[config.mk]
export PLATFORM = sky130hd
export DESIGN_NAME = fifo_wr_ctrl
export DESIGN_NICKNAME = d
export VERILOG_FILES = /design/src/rtl/fifo_wr_ctrl.sv
export SDC_FILE = /design/constraint.sdc
export NUM_CORES = 1
export LEC_CHECK = 0
export ABC_AREA = 0
export CELL_PAD_IN_SITES_DETAIL_PLACEMENT = 0
export CELL_PAD_IN_SITES_GLOBAL_PLACEMENT = 1
export CORE_MARGIN = 2
export CORE_UTILIZATION = 36
export CTS_CLUSTER_DIAMETER = 50
export DETAILED_ROUTE_END_ITERATION = 16
export PLACE_DENSITY = 0.8
export SLEW_MARGIN = 20
export SYNTH_ARGS = -nofsm -noshare
export SYNTH_HDL_FRONTEND = slang
export SYNTH_SLANG_ARGS = --single-unit
[constraint.sdc]
create_clock -name wr_clk -period 6.2 [get_ports wr_clk]
set_input_delay 1.24 -clock wr_clk [delete_from_list [all_inputs] [get_ports wr_clk]]
set_output_delay 1.24 -clock wr_clk [all_outputs]
set_load 0.05 [all_outputs]
[src/rtl/fifo_wr_ctrl.sv]
// fifo_wr_ctrl: write-side pointer, read-pointer synchronizer and fill flags for an async FIFO
module fifo_wr_ctrl #(
    parameter int ADD_WIDTH    = 3,
    parameter int SYNC_STAGES  = 2,
    parameter int AFULL_THRESH = (1 << ADD_WIDTH) - 2
) (
    input  logic                 wr_clk,
    input  logic                 wr_rst,
    input  logic                 wr_en,
    input  logic                 ovf_clr,
    input  logic [ADD_WIDTH:0]   rd_gry_async,
    output logic [ADD_WIDTH-1:0] wr_addrs,
    output logic [ADD_WIDTH:0]   wr_ptr_gry,
    output logic                 wr_ack,
    output logic                 fifo_full,
    output logic                 almost_full,
    output logic [ADD_WIDTH:0]   wr_level,
    output logic                 overflow
);
    localparam logic [ADD_WIDTH:0] DEPTH_L = (ADD_WIDTH+1)'(1 << ADD_WIDTH);
    localparam logic [ADD_WIDTH:0] AFULL_L = (ADD_WIDTH+1)'(AFULL_THRESH);
    logic [SYNC_STAGES-1:0][ADD_WIDTH:0] sync_q, sync_d;
    logic [ADD_WIDTH:0] rd_gry_sync, rd_bin;
    logic [ADD_WIDTH:0] wr_ptr_bin_q, wr_ptr_bin_d, wr_ptr_gry_q, wr_ptr_gry_d;
    logic               ovf_q, ovf_d, push;
    assign sync_d      = {sync_q[SYNC_STAGES-2:0], rd_gry_async};
    assign rd_gry_sync = sync_q[SYNC_STAGES-1];
    // each binary bit is the XOR of its Gray bit and every Gray bit above it
    always_comb begin
        rd_bin = '0;
        for (int i = 0; i <= ADD_WIDTH; i++) rd_bin[i] = ^(rd_gry_sync >> i);
    end
    assign wr_level    = wr_ptr_bin_q - rd_bin;
    assign fifo_full   = wr_level == DEPTH_L;
    assign almost_full = wr_level >= AFULL_L;
    assign push        = wr_rst & wr_en & ~fifo_full;
    assign wr_ack      = push;
    assign wr_ptr_bin_d = wr_ptr_bin_q + (ADD_WIDTH+1)'(push);
    assign wr_ptr_gry_d = wr_ptr_bin_d ^ (wr_ptr_bin_d >> 1);
    // a rejected write outranks a simultaneous clear
    assign ovf_d = (wr_en & fifo_full) | (ovf_q & ~ovf_clr);
    always_ff @(posedge wr_clk or negedge wr_rst) begin
        if (!wr_rst) begin
            sync_q       <= '0;
            wr_ptr_bin_q <= '0;
            wr_ptr_gry_q <= '0;
            ovf_q        <= 1'b0;
        end else begin
            sync_q       <= sync_d;
            wr_ptr_bin_q <= wr_ptr_bin_d;
            wr_ptr_gry_q <= wr_ptr_gry_d;
            ovf_q        <= ovf_d;
        end
    end
    assign wr_addrs   = wr_ptr_bin_q[ADD_WIDTH-1:0];
    assign wr_ptr_gry = wr_ptr_gry_q;
    assign overflow   = ovf_q;
endmodule

==> results of run 1 <==
cell type report:
type / instances / share of cell area, %
clock buffers: 4 / 3.652
inverters: 6 / 2.267
multi-input cells: 32 / 27.71
flip-flops and latches: 16 / 40.30
well taps: 25 / 3.149
repair buffers: 23 / 22.92
metrics by stage:
step                      std cells  cell area [um2]  hold WS, ps
final                           106            993.5        356.8
after global routing            106            993.5        369.4
after CTS                       106            993.5        358.9
after detailed placement        102            957.2        338.1
after global placement          102            957.2        333.0
after floorplan                  54            698.2        331.2
worst max-delay path, stage by stage (launching register included):
cell and delay, ps:
dfrtp_1 430, xnor2_2 200, xor2_1 270, xnor2_1 110, ha_1 210, fa_1 380, xor2_1 300, nand3_1 140
o311a_1 350, clkdlybuf4s50_1 720
cells by family after synthesis:
kind of cell	synth area share, %
simple gates	7.169
fa+ha+maj	11.83
compound gates	5.556
xor+xnor	14.87
buf+inv	3.226
flops	57.35
how the worst min path moves through the flow:
stage | endpoint | slack [ps] | cells past startpoint
global route | rd_gry_sync[0]$_DFF_PN0_ | 370 | 0
detailed placement | rd_gry_sync[2]$_DFF_PN0_ | 340 | 0
floorplan | rd_gry_sync[0]$_DFF_PN0_ | 330 | 0
finish | rd_gry_sync[2]$_DFF_PN0_ | 360 | 0
CTS | rd_gry_sync[2]$_DFF_PN0_ | 360 | 0
global placement | rd_gry_sync[3]$_DFF_PN0_ | 330 | 0
placed cells by master, fill, tap and decap left out, drive strengths merged:
master,netlist,final
fa,1,1
o311a,1,1
nand4,1,1
xnor2,5,5
o31ai,1,1
xor2,6,6
o22ai,1,1
nand3,2,2
clkdlybuf4s50,0,22
nor3,1,1
ha,5,5
inv,6,6
dfrtp,16,16
nand3b,1,1
a21oi,3,3
and3,1,1
nor2,1,1
nand2b,1,1
nand2,1,1
buf,0,1
clkbuf,0,4
flip-flops by register name (all words and copies together) (netlist names):
register,flops
sync_d,4
wr_ptr_gry,3
overflow,1
rd_gry_sync,4
wr_ptr_bin_q,4
metal layers:
layer | up-vias | share of wire (%) | wire [um]
met5 | - | 0 | 0
li1 | 232 | - | -
met1 | 232 | 46 | 558
met2 | 15 | 49 | 605
met3 | 2 | 3.7 | 45
met4 | 0 | 1.1 | 14
==> flow_summary.json, run 1 <==
{
  "cts_buffers": 3,
  "hold_start": "sync_d[6]$_DFF_PN0_",
  "ios": 23,
  "num_antenna_cells": 0,
  "fin_util_pct": 55.72,
  "cts_root_buf": "clkbuf_4",
  "multiInputGateArea_um2": 275.3,
  "nets": 96,
  "syn_area_um2": 698.2,
  "critPathCapture": "wr_ack",
  "r2r_end": "wr_ptr_gry[1]$_DFF_PN0_",
  "grt_start_max_net_pins": 18,
  "drtPass1Iterations": 4,
  "ctsResizeCount": 0,
  "syn-mean-instance-area_um2": 12.93,
  "ys_warn_count": 0,
  "synth.distinct_cells": 19,
  "drc_errors": 0,
  "nFillCells": 166,
  "setup_viol": 0,
  "grt_use_met1_pct": 18.87,
  "core_area_mm2": 0.001783,
  "worstPathArrival_ps": 3390,
  "hold_class": "flop to flop",
  "grt_use_total_pct": 14.20,
  "cts.sinks": 16,
  "first_iter_violations": 4,
  "synth_top_area_cell": "dfrtp_1",
  "status": "complete, no violations",
  "path_clk_slew_ps": 90,
  "worst_slack_ps": 1571,
  "finClkSkew_ps": 6.742,
  "grtUsageMet3_pct": 3.774,
  "yosysSeqAreaShare_pct": 57.35,
  "path_class": "flop to output pin",
  "die_h_um": 48.04,
  "max_freq_ghz": 0.2160,
  "hold_buffers": 0,
  "rrSetupSlack_ps": 3060,
  "vias": 481,
  "register_area_um2": 400.4,
  "place_ws_ps": 1878,
  "die_x_um": 48.04,
  "setup_tns_ps": 0,
  "rsz0062_at_grt": "false",
  "async_reset_ff_share_pct": 100.0,
  "cp-end-kind": "output pin",
  "insertion_delay_ps": 280,
  "r2r_start": "rd_gry_sync[3]$_DFF_PN0_",
  "ys_ff_latch": 16,
  "synthTopCellsByArea": "dfrtp_1, ha_1, xor2_1",
  "grt_busiest_layer": "met2",
  "worst_slew_pin_slew_ps": 498.9,
  "critPathRequiredTime_ps": 4960,
  "clock_path_buffers": 2,
  "routed_via_density": 4.538,
  "critPathLaunch": "rd_gry_sync[3]$_DFF_PN0_",
  "post_cts_buffers": 0,
  "dieArea_mm2": 0.002308,
  "ys_top_cells_by_count": "dfrtp_1, inv_1, xor2_1",
  "yosysMostFrequentCell": "dfrtp_1",
  "cap_violations": 0,
  "place_congestion": 0.7541,
  "synth_ff_type": "dfrtp_1",
  "relSlewSlack_pct": 66.64,
  "num_rows": 15,
  "dp_hpwl_um": 941.1,
  "synth_top_area_share_pct": 57.35,
  "drt_wl_total_mm": 1.223,
  "grt_pass1_wl_mm": 2.152,
  "synth_edf_count": 0,
  "synthToLayoutAreaGrowth_pct": 42.29,
  "synth_nets": 68,
  "fin_crit_ps": 4629,
  "drt-wirelength-per-cell_um": 11.54,
  "initial_core_util_pct": 39.16,
  "drive_above_1_share_pct": 8.642,
  "portBuffers": 22,
  "min_period_over_period_pct": 74.66,
  "cts_tree": "done",
  "grt_remaining_overflow": 0,
  "r2r.worst_path.cells": 11,
  "grt_pass1_vias": 482,
  "slew_violations": 0,
  "ant_nets": 0,
  "grt_use_met2_pct": 20.80,
  "crit_fanout": 4,
  "hold_viol": 0,
  "h-tree-depth": 1,
  "cp-start-kind": "flop",
  "grt_antenna_before_repair": 0,
  "syn_inst": 54
}
Power of run 1 is left out: the tool's default activity adds up to more than one toggle a clock period on the data nets, which glitch-free logic cannot reach.
==> inputs of run 2 (changes only) <==
CORE_UTILIZATION = 34   (was 36)
PLACE_DENSITY = 0.76   (was 0.8)
clock period = 4.35 ns   (was 6.2 ns; I/O delays follow)
==> run 2 against run 1 <==
Sequential share of layout area down 0.30 points. Flip-flop and latch count unchanged. Core utilization down 4.2 points. Cell area up 0.76%. Clock skew down 5.3 ps. Clock-buffer cell count unchanged. Die area up 5.4%. Via count up 0.62%. First-iteration DRC count down 25%. Worst setup slack worse by 1200 ps. Largest cell class unchanged.
==> flow_summary.json, run 2 (synthesis gave the netlist of run 1 again) <==
{
  "initial_core_util_pct": 35.95,
  "dp_hpwl_um": 981.1,
  "routed_via_density": 4.481,
  "place_congestion": 0.6526,
  "ios": 23,
  "path_clk_slew_ps": 90,
  "drtPass1Iterations": 4,
  "ant_nets": 0,
  "r2r.worst_path.cells": 11,
  "relSlewSlack_pct": 66.00,
  "final_area_mm2": 0.001001,
  "cts_buffers": 3,
  "first_iter_violations": 3,
  "grt_use_total_pct": 12.25,
  "rsz0062_at_grt": "false",
  "grt_remaining_overflow": 0,
  "max_freq_ghz": 0.2504,
  "status": "complete, no violations",
  "hold_class": "flop to flop",
  "crit_fanout": 4,
  "cp-start-kind": "flop",
  "min_path_cells": 0,
  "grt_start_max_net_pins": 17,
  "h-tree-depth": 1,
  "grt_pass1_vias": 493,
  "setup_tns_ps": 0,
  "drt_wl_total_mm": 1.281,
  "clock_path_buffers": 2,
  "grt_antenna_before_repair": 0,
  "setup_viol": 0,
  "grt_pass1_wl_mm": 2.180,
  "mostFrequentLayoutCell": "clkdlybuf4s50_1",
  "cts_tree": "done",
  "fin_crit_ps": 3994,
  "num_rows": 16,
  "drc_errors": 0,
  "nets": 96,
  "die_h_um": 49.32,
  "critPathRequiredTime_ps": 3480,
  "drt-wirelength-per-cell_um": 11.86,
  "die_x_um": 49.32,
  "worst_slew_pin_slew_ps": 508.4,
  "final_cell_mix": "clkdlybuf4s50_1, dfrtp_1, xor2_1, inv_1, ha_1",
  "slew_violations": 0,
  "finClkSkew_ps": 1.488,
  "cts_root_buf": "clkbuf_4",
  "cp-end-kind": "output pin",
  "synthToLayoutAreaGrowth_pct": 43.37,
  "cts.sinks": 16,
  "drive_above_1_share_pct": 8.642,
  "place_area_um2": 959.7,
  "cap_violations": 0,
  "dieArea_mm2": 0.002432,
  "whs_ps": 353.8,
  "min_period_over_period_pct": 91.82,
  "insertion_delay_ps": 280,
  "num_antenna_cells": 0,
  "path_class": "flop to output pin",
  "core_area_mm2": 0.001942,
  "hold_viol": 0,
  "portBuffers": 22,
  "vias": 484,
  "worstPathArrival_ps": 3120
}
[run 2: repair_timing]
| action | in CTS | in global routing |
|---|---|---|
| hold buffers | 0 | 0 |
| resized for setup | 0 | 2 |
| endpoints found under the setup margin | 0 | 2 |
| buffers inserted | 0 | 0 |
[run 2: through the flow]
step	utilization (%)	setup WS, ps	instances
2_1_floorplan	-	553.2	54
3_3_place_gp	49.42	414.8	104
5_1_grt	51.55	119.6	108
6_report	51.55	355.7	108
4_1_cts	51.29	25.24	108
3_5_place_dp	49.42	374.6	104
[run 2: worst paths after layout]
kind / startpoint / to / slack, ps
max: rd_gry_sync[3]$_DFF_PN0_ / almost_full / 360
min: sync_d[7]$_DFF_PN0_ / rd_gry_sync[3]$_DFF_PN0_ / 350
max reg2reg: rd_gry_sync[3]$_DFF_PN0_ / wr_ptr_gry[1]$_DFF_PN0_ / 1180
min reg2reg: sync_d[7]$_DFF_PN0_ / rd_gry_sync[3]$_DFF_PN0_ / 350
max in group asynchronous: wr_rst / rd_gry_sync[2]$_DFF_PN0_ / 3220
min in group asynchronous: wr_rst / rd_gry_sync[0]$_DFF_PN0_ / 960
[run 2: area by class of cell]
class	instances	area, um2
fillers	191	940.9
flip-flops and latches	16	400.4
multi-input cells	32	275.3
repair buffers	23	232.7
clock buffers	4	36.28
well taps	27	33.78
inverters	6	22.52
[run 2: critical path, stage by stage, from the launching register on]
cell and delay [ps]:
dfrtp_1 430, xnor2_2 210, xor2_1 300, xnor2_1 110
ha_1 210, fa_1 380, xor2_1 210, o22ai_1 170
clkdlybuf4s50_1 830
[run 2: layer usage]
metal	wire length, um	track usage, %
met3	69	2.454
met5	0	0
met4	14	8.571
met1	563	14.88
met2	633	19.37
Power of run 2 is left out for the same reason.
